## src/rtl/pixel_downloader.sv

```systemverilog
// pixel_downloader: write-direction pixel DMA.
// Pops 32-bit words from a non-showahead pixel FIFO, packs them into 256-bit
// beats (optionally expanding 3-byte pixels to 4 bytes) and writes them to
// memory over an Avalon-MM write-only master.
// Optional feature macro: WRITE_RESP_CHECK_EN (write-response check with timeout).
//
// state       | meaning
// ------------+-----------------------------------------------------------
// S_IDLE      | waiting for enable and enough FIFO fill to start a beat
// S_COLLECT   | popping N words from the FIFO into the slot registers
// S_WRITE     | holding the beat on the bus until the slave accepts it
// S_WAIT_RESP | waiting for the write response (WRITE_RESP_CHECK_EN only)
module pixel_downloader #(
    parameter int unsigned RESP_TIMEOUT = 255
) (
    input  logic         clk,
    input  logic         rst_n,
    output logic [32:0]  avl_mm_addr,
    output logic         avl_mm_write,
    output logic [255:0] avl_mm_writedata,
    output logic [31:0]  avl_mm_byteenable,
    input  logic         avl_mm_waitrequest,
    input  logic         avl_mm_writeresponsevalid,
    input  logic [1:0]   avl_mm_response,
    output logic         pix_fifo_read,
    input  logic [31:0]  pix_fifo_data,
    input  logic         pix_fifo_empty,
    input  logic [9:0]   pix_fifo_usedw,
    input  logic         enable,
    input  logic         word_mode,
    input  logic [31:0]  base_address,
    input  logic [31:0]  total_size,
    input  logic [9:0]   pix_fifo_threshold,
    input  logic         transform_data,
    output logic         write_error_w,
    output logic         frame_done,
    output logic         active
);

    typedef enum logic [1:0] {
        S_IDLE      = 2'd0,
        S_COLLECT   = 2'd1,
        S_WRITE     = 2'd2,
        S_WAIT_RESP = 2'd3
    } state_t;

    state_t      state_q;
    logic        enable_q;
    logic        err_q;
    logic        xform_q;
    logic        wmode_q;
    logic        frame_done_q;
    logic        rd_pend_q;
    logic [3:0]  issued_q;
    logic [3:0]  captured_q;
    logic [31:0] base_q;
    logic [31:0] cur_q;
    logic [31:0] slot_q [8];

`ifdef WRITE_RESP_CHECK_EN
    logic        wr_err_q;
    logic [15:0] tmo_q;
`endif

    logic [3:0]   n_start_d;
    logic [3:0]   n_beat_d;
    logic [31:0]  next_addr_d;
    logic [31:0]  wrap_addr_d;
    logic         enable_rise;
    logic         start_beat;
    logic         rd_d;
    logic [191:0] pix_vec;
    logic [255:0] wdata_d;

    // Beat size for a beat about to start (live input) and the beat in flight (latched).
    assign n_start_d   = transform_data ? 4'd6 : 4'd8;
    assign n_beat_d    = xform_q ? 4'd6 : 4'd8;
    assign next_addr_d = cur_q + (wmode_q ? 32'd1 : 32'd32);
    assign wrap_addr_d = base_q + total_size;
    assign enable_rise = enable & ~enable_q;
    assign start_beat  = (state_q == S_IDLE) & enable & ~err_q
                       & (pix_fifo_usedw >= pix_fifo_threshold)
                       & (pix_fifo_usedw >= {6'd0, n_start_d});
    assign rd_d        = (state_q == S_COLLECT) & (issued_q < n_beat_d) & ~pix_fifo_empty;

    assign pix_fifo_read     = rd_d;
    assign avl_mm_write      = (state_q == S_WRITE);
    assign avl_mm_addr       = {1'b0, cur_q};
    assign avl_mm_writedata  = wdata_d;
    assign avl_mm_byteenable = '1;
    assign frame_done        = frame_done_q;
    assign active            = (state_q != S_IDLE);

`ifdef WRITE_RESP_CHECK_EN
    assign write_error_w = wr_err_q;
`else
    logic unused_resp;
    assign write_error_w = 1'b0;
    assign unused_resp   = ^{avl_mm_writeresponsevalid, avl_mm_response, RESP_TIMEOUT[0]};
`endif

    // Beat packing: straight word copy, or 24-bit pixels spread into 32-bit lanes with a zero top byte.
    always_comb begin
        pix_vec = {slot_q[5], slot_q[4], slot_q[3], slot_q[2], slot_q[1], slot_q[0]};
        wdata_d = '0;
        if (xform_q) begin
            for (int p = 0; p < 8; p++) begin
                wdata_d[32*p +: 24] = pix_vec[24*p +: 24];
            end
        end else begin
            for (int k = 0; k < 8; k++) begin
                wdata_d[32*k +: 32] = slot_q[k];
            end
        end
    end

    // Main FSM: collection, bus hold, address advance/wrap, error latch and enable-edge reload.
    always_ff @(posedge clk or negedge rst_n) begin
        if (!rst_n) begin
            state_q      <= S_IDLE;
            enable_q     <= 1'b0;
            err_q        <= 1'b0;
            xform_q      <= 1'b0;
            wmode_q      <= 1'b0;
            frame_done_q <= 1'b0;
            rd_pend_q    <= 1'b0;
            issued_q     <= '0;
            captured_q   <= '0;
            base_q       <= '0;
            cur_q        <= '0;
            for (int i = 0; i < 8; i++) begin
                slot_q[i] <= '0;
            end
`ifdef WRITE_RESP_CHECK_EN
            wr_err_q     <= 1'b0;
            tmo_q        <= '0;
`endif
        end else begin
            enable_q     <= enable;
            frame_done_q <= 1'b0;
            rd_pend_q    <= rd_d;
`ifdef WRITE_RESP_CHECK_EN
            wr_err_q     <= 1'b0;
`endif
            if (!enable) begin
                err_q <= 1'b0;
            end
            if (rd_d) begin
                issued_q <= issued_q + 4'd1;
            end
            // FIFO is non-showahead: data for a pop is on the bus one cycle later.
            if (rd_pend_q) begin
                slot_q[captured_q[2:0]] <= pix_fifo_data;
                captured_q              <= captured_q + 4'd1;
            end

            case (state_q)
                S_IDLE: begin
                    if (start_beat) begin
                        state_q    <= S_COLLECT;
                        xform_q    <= transform_data;
                        wmode_q    <= word_mode;
                        issued_q   <= '0;
                        captured_q <= '0;
                    end
                end
                S_COLLECT: begin
                    if (captured_q == n_beat_d) begin
                        state_q <= S_WRITE;
                    end
                end
                S_WRITE: begin
                    if (!avl_mm_waitrequest) begin
                        if (next_addr_d == wrap_addr_d) begin
                            cur_q        <= base_q;
                            frame_done_q <= 1'b1;
                        end else begin
                            cur_q <= next_addr_d;
                        end
`ifdef WRITE_RESP_CHECK_EN
                        tmo_q   <= 16'(RESP_TIMEOUT - 1);
                        state_q <= S_WAIT_RESP;
`else
                        state_q <= S_IDLE;
`endif
                    end
                end
`ifdef WRITE_RESP_CHECK_EN
                S_WAIT_RESP: begin
                    if (avl_mm_writeresponsevalid) begin
                        if (avl_mm_response != 2'b00) begin
                            wr_err_q <= 1'b1;
                            err_q    <= 1'b1;
                        end
                        state_q <= S_IDLE;
                    end else if (tmo_q == '0) begin
                        wr_err_q <= 1'b1;
                        err_q    <= 1'b1;
                        state_q  <= S_IDLE;
                    end else begin
                        tmo_q <= tmo_q - 16'd1;
                    end
                end
`endif
                default: state_q <= S_IDLE;
            endcase

            // A fresh enable edge restarts the frame and takes priority over an accept's advance.
            if (enable_rise) begin
                base_q <= base_address;
                cur_q  <= base_address;
            end
        end
    end

endmodule
```

## config.mk

```make
export PLATFORM = sky130hd
export DESIGN_NAME = pixel_downloader
export DESIGN_NICKNAME = d
export VERILOG_FILES = /design/src/rtl/pixel_downloader.sv
export SDC_FILE = /design/constraint.sdc
export NUM_CORES = 1
export LEC_CHECK = 0
export CAP_MARGIN = 20
export CORE_ASPECT_RATIO = 1.1
export CORE_MARGIN = 1.5
export CORE_UTILIZATION = 40
export DETAILED_ROUTE_END_ITERATION = 8
export GPL_TIMING_DRIVEN = 0
export PLACE_DENSITY = 0.66
export REMOVE_ABC_BUFFERS = 1
export SETUP_SLACK_MARGIN = 0.2
export SLEW_MARGIN = 25
export SYNTH_ARGS = -nofsm -noshare
export SYNTH_HDL_FRONTEND = slang
export SYNTH_SLANG_ARGS = --single-unit
export TNS_END_PERCENT = 1
```

## constraint.sdc

```tcl
create_clock -name clk -period 4.2 [get_ports clk]
set_input_delay 0.84 -clock clk [delete_from_list [all_inputs] [get_ports clk]]
set_output_delay 0.84 -clock clk [all_outputs]
set_load 0.03 [all_outputs]
```

; ---- Word-level counts from Yosys, hierarchy flattened
; Cells that the tools add are included.
[classes]
order_cmp = 5
n_eq_ne = 8
n_addsub = 4
bitwise = 9
mux = 38
reduce_logical = 7
[op_table]
columns = operator, count
row1 = 256-bit bitwise mux, 1
row2 = 24-bit 2-to-1 mux, 7
row3 = 32-bit 2-to-1 mux, 5
row4 = 32-bit demux with 3-bit select, 1
row5 = 8-bit 2-to-1 mux, 8
row6 = 32-bit adder, 1
row7 = 32-bit by 6-bit adder with 32-bit output, 1
row8 = 32-bit == test, 1
row9 = 4-bit 2-to-1 mux, 8
row10 = 10-bit >= comparator, 1
row11 = 10-bit by 4-bit >= comparator with 1-bit output, 1
row12 = "4-bit by 1-bit adder with 4-bit output, second input constant", 2
row13 = 1-bit bitwise AND, 6
row14 = 2-bit 2-to-1 mux, 3
row15 = 6-bit 2-to-1 mux, 1
row16 = 2-bit case mux with 3 select lines, 1
row17 = 4-bit == test, 1
row18 = "4-bit >= comparator, second input constant", 1
row19 = "4-bit by 1-bit less-than comparator with 1-bit output, second input constant", 1
row20 = 4-bit less-than comparator, 1
row21 = "2-bit by 1-bit != test with 1-bit output, second input constant", 2
row22 = "2-bit != test, second input constant", 2
row23 = 3-bit inverter with 4-bit output, 1
row24 = 2-bit AND reduction, 2
row25 = other kinds (8), 12
[totals]
register_bits = 335
input_bits = 126
output_inout_bits = 326
elab_cells = 89

; ---- Logic depth before layout (Yosys ltp)
; Gate-level depths: netlist of the first run.
[depth]
depth_word = 7
mapped_depth = 19
ltp_nobuf = 15

; ---- Worst setup path before layout of the first run
; Ideal clock, no wire load.
[synth_timing]
path_kind = register -> output
startpoint = register xform_q
endpoint = output port pix_fifo_read
required_ns = 3.360
stages_incl_launch_ff = 7
setup_slack_ns = -0.034
n_path_buf = 1
arrival_ns = 3.394
path_cell_list = dfrtp_1 clkbuf_1 inv_1 ha_1 o21ai_0 nand2b_1 a2111oi_0
[synth_via]
elab_chain_cells = 4
[synth_rtl]
columns = element, line
row1 = from (decl), 50  ; logic xform_q;
row2 = from (signal assigned), 161  ; xform_q <= transform_data;
row3 = 4-bit 2-to-1 mux, 77  ; assign n_beat_d = xform_q ? 4'd6 : 4'd8;
row4 = 4-bit less-than comparator, 84  ; assign rd_d = (state_q == S_COLLECT) & (issued_q < n_beat_d) & ~pix_fifo_empty;
row5 = 1-bit bitwise AND (2 in a row), 84
row6 = to (decl), 25  ; output logic pix_fifo_read,
; Every way passes these cells.

; ---- Final worst setup path of the first run
[layout_timing]
startpoint = input port total_size[1]
endpoint = register cur_q[28]
[layout_via]
elab_chain_cells = 6
[layout_rtl]
columns = element, line
row1 = from (decl), 32  ; input logic [31:0] total_size,
row2 = 32-bit adder, 79  ; assign wrap_addr_d = base_q + total_size;
row3 = 32-bit == test, 174  ; if (next_addr_d == wrap_addr_d) begin
row4 = 32-bit 2-to-1 mux, 174
row5 = 32-bit 2-to-1 mux, 173  ; if (!avl_mm_waitrequest) begin
row6 = 32-bit 2-to-1 mux, 157  ; case (state_q)
row7 = 32-bit 2-to-1 mux, 209  ; if (enable_rise) begin
row8 = to (signal assigned), 175  ; cur_q <= base_q;
row9 = to (signal assigned), 178  ; cur_q <= next_addr_d;
row10 = to (signal assigned), 211  ; cur_q <= base_address;
row11 = to (decl), 57  ; logic [31:0] cur_q;
; Every way passes these cells. The select of a mux whose other input is x is not followed.
; A chain may end at the register's enable or synchronous reset.

==> impl_metrics.ini, run 1 <==
[yosys]
synth.top_cell.area_share_pct = 43.2
synth_xor_area_share_pct = 4.23
ys_top_cells_by_area = dfrtp_1 43%, mux2_2 25%, ha_1 3.3%
async_flop_share_pct = 100
synth_compound_area_share_pct = 7.14
synth_edf_count = 0
synthTopCellsByCount = 425 x mux2_2, 335 x dfrtp_1, 165 x nand2_1, 86 x clkbuf_1, 81 x a21oi_1
syn_area_um2 = 19400
muxShareOfSynthArea_pct = 25.4
synthSimpleGateAreaFrac_pct = 11.6
synthDistinctLibCells = 73
synth_fa_ha_area_share_pct = 3.39
synth_top_family_by_area = multiplexers
syn-instance-count = 1768
synth-seq-cells = 335
yosysMostFrequentCell = mux2_2
synth_area_leader_cell = dfrtp_1
yosysWarnings = 0
synth.yosys.seq_area_share_pct = 43.2
avgSynthCellArea_um2 = 11.0
synth_ff_type = dfrtp_1

[run]
drv_cap = 0

[global_route]
grt_pass1_vias = 15900
grt_pass1_wl_um = 94300
grtUsageTotal_pct = 24.7
grt_start_max_net_pins = 95
grt.overflow.total = 0
antenna_found_initial = 0

[setup_path]
critPathLaunchType = input port
crit_path_end_kind = flop
cp.required_ps = 4670
path_common_cell = buf_12
slowest_stage = or4b_1
cp.arrival_ps = 4540
cp_max_fo = 18
slowest_delay_ps = 440
critical_path_buf_inv_count = 5
crit_family = compound AO/OA/AOI/OAI gates
cp_cell_sequence = dlygate4sd2_1 -> inv_1 -> fa_2 -> nor2b_4 -> o2111ai_4 -> buf_12 -> a2111oi_2 -> a311oi_2 -> o2bb2ai_4 -> o41ai_2 -> xnor2_1 -> nand2_2 -> nand4bb_4 -> buf_4 -> buf_12 -> or4b_1 -> a31o_1 -> o211ai_1
crit_type = input port to flop

[layout]
drive_above_1_share_pct = 31.0
antenna_cells = 0
finalNonFillerCells = 2867
area_growth_pct = 38.7
utilization_pct = 56.2
design_area_um2 = 26900
fin_nets = 2369

[pwr]
irDropWorstVdd_v = 0.000665
seqPwrFrac_pct = 25.5
totalPowerFinal_mw = 22.0
clock_power_share_pct = 16.4
p_int_mw = 12.7
p_sw_share_pct = 42.4
switchingPower_mw = 9.34
combPwrFrac_pct = 58.1
powerDensity_nw_per_um2 = 819
leakage_nw = 12.0

[clock_tree]
cts_tree = yes
cts-root-buf = clkbuf_16
max-clock-path-buffers = 3
clock_latency_ps = 560
cts.reportedPaths.clkPinSlew_ps = 60
cts_hold_buf = 0
cts.sinks = 335
cts_made_buffers = 40
cts_htree_levels = 2

[placed_design]
dp.final_hpwl_um = 45300
portBuffers = 414
placed_cells = 2747
place_ws_ps = -1600
place_area_um2 = 24300
gp_congestion = 0.926

[drt]
dr.first_iter.drc_count = 865
dr.pass1.iters = 5
wire_per_inst_um = 21.9
drc = 0
antenna_left = 0
viasPerCell = 5.36
num_vias = 15400
wl_um = 62900

[sta]
maxSlewViolCount = 0
layout_setup_ws_ps = 129
clock_skew_ps = 20.7
fmax_ghz = 0.246
rsz0062_at_grt = yes
hold_viol_final = 0
setup-tns-final_ps = 0
setup_violations = 0
finalCritPeriodShare_pct = 96.9
post-route-min-period_ps = 4070
fin_hold_ws_ps = 292
worst_pin_slew_ps = 1040
slew_headroom_pct = 30.5

[worst_hold_path]
hp-class = input port to asynchronous set/reset pin

[floorplan]
die-area_um2 = 49800
num_io_pins = 452
rows = 84
core_area_um2 = 47800
die-width_um = 213
initial_core_util_pct = 40.6
die_y_um = 234

[outcome]
outcome = complete, no violations
layout by cell type (no fill, tap or decap), types with 8 or more instances in the layout:
cell             netlist  routed
o21ai_0               33      25
dfrtp_1              335     334
inv_1                 24      23
dlymetal6s2s_1         0      78
buf_16                 0      10
clkbuf_8               0      14
o211ai_1              14      14
clkdlybuf4s50_1        0     333
buf_6                  6      19
and3_1                10       9
a21oi_1               81      74
a21o_1                21      19
mux2i_1               14      13
nand4_1               25      25
nor2_1                56      54
ha_1                  51      28
conb_1                 2      34
nand3_1               39      36
mux2_2               425     425
nor2b_1               74      72
clkbuf_16              0      41
nand2b_1              11       9
nor3_1                29      24
xnor2_1               63      57
xor2_1                23      23
buf_4                 59      62
nand2_1              165     162
ha_4                   0      19
o21ai_1                2       8
flip-flops by register name, summed over array words and instances, names as in the netlist, 2 cells and up:
register	cells
avl_mm_writedata	24
slot_q	64
state_q	2
cur_q	32
issued_q	4
captured_q	4
pix_vec	168
base_q	32
layout make-up:
cell class / instances / area [um2]
fill: 4055 / 20900
sequential: 335 / 8390
clock buffer: 61 / 1240
clock inverter: 12 / 123
timing repair buffer: 511 / 5410
tap: 645 / 807
multi-input combinational: 1279 / 10800
inverter: 24 / 90.1
power groups by stage:
stage	clock network (mW)	registers, mW	logic (mW)
3_5_place_dp	0	5.63	12.5
5_1_grt	3.82	5.81	13.4
2_1_floorplan	0	5.82	7.21
6_report	3.61	5.62	12.8
3_3_place_gp	0	5.77	11.1
4_1_cts	3.69	5.59	12.8
worst reg2reg max path: stages, from the launching register on:
cell,delay [ps]
dfrtp_1,380
ha_2,210
inv_2,40
fa_2,360
nor2b_4,160
o2111ai_4,170
buf_12,180
a2111oi_2,330
a311oi_2,140
o2bb2ai_4,230
o41ai_2,270
xnor2_1,130
nand2_2,130
nand4bb_4,190
buf_4,140
buf_12,160
or4b_1,450
a31o_1,230
o211ai_1,80
routing by layer:
layer  up-vias  global-route usage, %  part of all wire [%]
met5         -                      0                     0
met4         0                   7.78                   3.3
met1      7723                   29.4                    39
met3       115                   8.08                   8.6
met2       535                   42.0                    49
li1       7008                      -                     -
cell families (layout without fill, tap and decap cells):
kind of cell / count (synthesis) / after routing
other cells: 2 / 34
mux: 439 / 439
simple gates: 452 / 453
flops: 335 / 335
fa+ha+maj: 52 / 52
xor+xnor: 89 / 89
buf+inv: 187 / 608
compound gates: 212 / 212
final timing paths:
check / cells after the start / endpoint / slack, ps / startpoint
max: 18 / cur_q[28]$_DFFE_PN0P_ / 130 / total_size[1]
min reg2reg: 1 / avl_mm_writedata[3]$_DFFE_PN0P_ / 500 / avl_mm_writedata[3]$_DFFE_PN0P_
max reg2reg: 18 / cur_q[28]$_DFFE_PN0P_ / 140 / base_q[0]$_DFFE_PN0P_
max in group asynchronous: 3 / pix_vec[58]$_DFFE_PN0P_ / 2620 / rst_n
min in group clk: 1 / avl_mm_writedata[3]$_DFFE_PN0P_ / 500 / avl_mm_writedata[3]$_DFFE_PN0P_
min: 1 / base_q[4]$_DFFE_PN0P_ / 290 / rst_n
repair_timing:
item                                    in CTS  in global routing
setup buffers                               13                 32
pin swaps                                   30                 65
gates cloned                                 2                  0
gates resized for setup                     56                137
endpoints found under the setup margin      90                 95
Power figures use the tool's default switching activity.
==> run 2: changes to the inputs <==
Settings changed: PLACE_DENSITY 0.66 to 0.76, SLEW_MARGIN 25 to 20, TNS_END_PERCENT 1 to default.
==> run 2 against run 1 <==
Final cell count is 0.10% lower. Worst setup slack got worse by 32 ps. Hold slack got worse by 210 ps. Sequential power up 1%. Register-to-register slack hardly changed. First-iteration DRC count up 44%. Sequential share of layout area is 0.16 points higher.
==> impl_metrics.ini, run 2 (same netlist as run 1, synthesis figures left out) <==
[outcome]
outcome = complete, no violations

[drt]
wl_um = 64200
viasPerCell = 5.47
wire_per_inst_um = 22.4
drc = 0
dr.first_iter.drc_count = 1249
dr.pass1.iters = 6
antenna_left = 0
num_vias = 15700

[global_route]
grtUsageMet3_pct = 7.43
grt_start_max_net_pins = 97
grt_pass1_vias = 16100
grt_util_met1_pct = 29.7
grtUsageTotal_pct = 25.0
grt.overflow.total = 0
antenna_found_initial = 0
grt_pass1_wl_um = 95600
met2_usage_pct = 42.8
busiest_layer = met2

[setup_path]
crit_path_end_kind = flop
cp.arrival_ps = 4520
r2r_end = cur_q[2]$_DFFE_PN0P_
critPathLaunchType = input port
r2r_start = base_q[0]$_DFFE_PN0P_
cp.required_ps = 4620
cp_max_fo = 8
r2r_slack_ps = 130
crit_type = input port to flop
ff2ff_path_depth = 18

[clock_tree]
cts_hold_buf = 0
cts-root-buf = clkbuf_16
cts.sinks = 335
max-clock-path-buffers = 3
cts_tree = yes
clock_latency_ps = 560
cts_made_buffers = 39
cts_htree_levels = 2
cts.reportedPaths.clkPinSlew_ps = 60

[pwr]
leakage_nw = 11.4
powerDensity_nw_per_um2 = 825
irDropWorstVdd_v = 0.000702
totalPowerFinal_mw = 22.1

[sta]
post-route-min-period_ps = 4100
maxSlewViolCount = 0
layout_setup_ws_ps = 97.2
fmax_ghz = 0.244
rsz0062_at_grt = yes
worst_pin_slew_ps = 1030
finalCritPeriodShare_pct = 97.7
setup_violations = 0
clock_skew_ps = 21.8
slew_headroom_pct = 31.5
fin_hold_ws_ps = 80.0
hold_viol_final = 0

[layout]
drive_above_1_share_pct = 31.0
final_cell_mix = 425 x mux2_2, 372 x clkdlybuf4s50_1, 334 x dfrtp_1, 163 x nand2_1, 75 x a21oi_1
final_common_cell = mux2_2
multi_input_area_um2 = 10800
utilization_pct = 55.9
largest_reg_flops = 168
fin_nets = 2368
finalNonFillerCells = 2864
antenna_cells = 0
area_growth_pct = 38.0
nFillCells = 3951
ff_latch_area_um2 = 8390

[floorplan]
die-width_um = 213
rows = 84
core_area_um2 = 47800
die-area_um2 = 49800
num_io_pins = 452
die_y_um = 234
initial_core_util_pct = 40.6

[worst_hold_path]
hp-class = input port to asynchronous set/reset pin

[placed_design]
placed_cells = 2739
place_ws_ps = -1690
gp_congestion = 0.927
dp.final_hpwl_um = 45300
portBuffers = 414

[run]
drv_cap = 0
==> run 2: cell count changes in the layout (fill, tap and decap cells not counted), moves of 5 or more <==
cell / before / now
clkbuf_8: 14 / 9
clkdlybuf4s50_1: 333 / 372
dlygate4sd2_1: 1 / 8
dlymetal6s2s_1: 78 / 26
clkbuf_1: 6 / 0
buf_4: 62 / 56
clkinv_2: 6 / 14
==> run 2: metrics by stage <==
stage / setup TNS, ps / cell area (um2)
finish: 0 / 26800
global route: -78.5 / 26800
detailed placement: -43830 / 24300
floorplan: -591290 / 18600
global placement: -5652170 / 23600
CTS: 0 / 26300
==> run 2: timing repair <==
action,4_1_cts,5_1_grt
gates resized for setup,100,70
setup buffers,30,20
endpoints found under the setup margin,86,85
cloned,3,2
pin swaps,45,54
==> run 2: area by class of cell <==
cell class	instances	share of cell area, %
Clock inverter	21	0.758
Multi-Input combinational cell	1279	40.5
Tap cell	645	3.02
Clock buffer	49	4.20
Inverter	24	0.337
Sequential cell	335	31.3
Timing Repair Buffer	511	19.9
==> run 2: worst max-delay path by stage <==
stage / from / endpoint / cells past startpoint
detailed placement: total_size[0] / cur_q[2]$_DFFE_PN0P_ / 17
floorplan: xform_q$_DFFE_PN0P_ / pix_fifo_read / 5
finish: total_size[8] / cur_q[2]$_DFFE_PN0P_ / 15
global placement: rst_n / base_q[27]$_DFFE_PN0P_ / 1
global route: base_q[0]$_DFFE_PN0P_ / cur_q[0]$_DFFE_PN0P_ / 19
CTS: total_size[1] / cur_q[2]$_DFFE_PN0P_ / 15
==> run 2: worst max-delay path, stage by stage <==
cell	delay [ps]
dlygate4sd2_1	270
ha_4	300
nand4_1	220
or4_1	550
a21o_1	190
and3_4	200
xnor2_4	130
a2111oi_4	220
nand4_1	230
nor4_4	370
nand4bb_4	190
buf_12	190
and2_4	190
and3b_1	180
a211o_1	230
==> run 2: layer usage <==
| metal | wire (um) | vias to the layer above |
|---|---|---|
| li1 | - | 7013 |
| met4 | 2410 | 0 |
| met5 | 0 | - |
| met3 | 5770 | 138 |
| met2 | 31200 | 660 |
| met1 | 24900 | 7861 |
==> run 2: power by group <==
group	internal, mW	switching, mW
Sequential	4.60	1.08
Clock	2.09	1.44
Combinational	5.97	6.88
Total	12.7	9.41
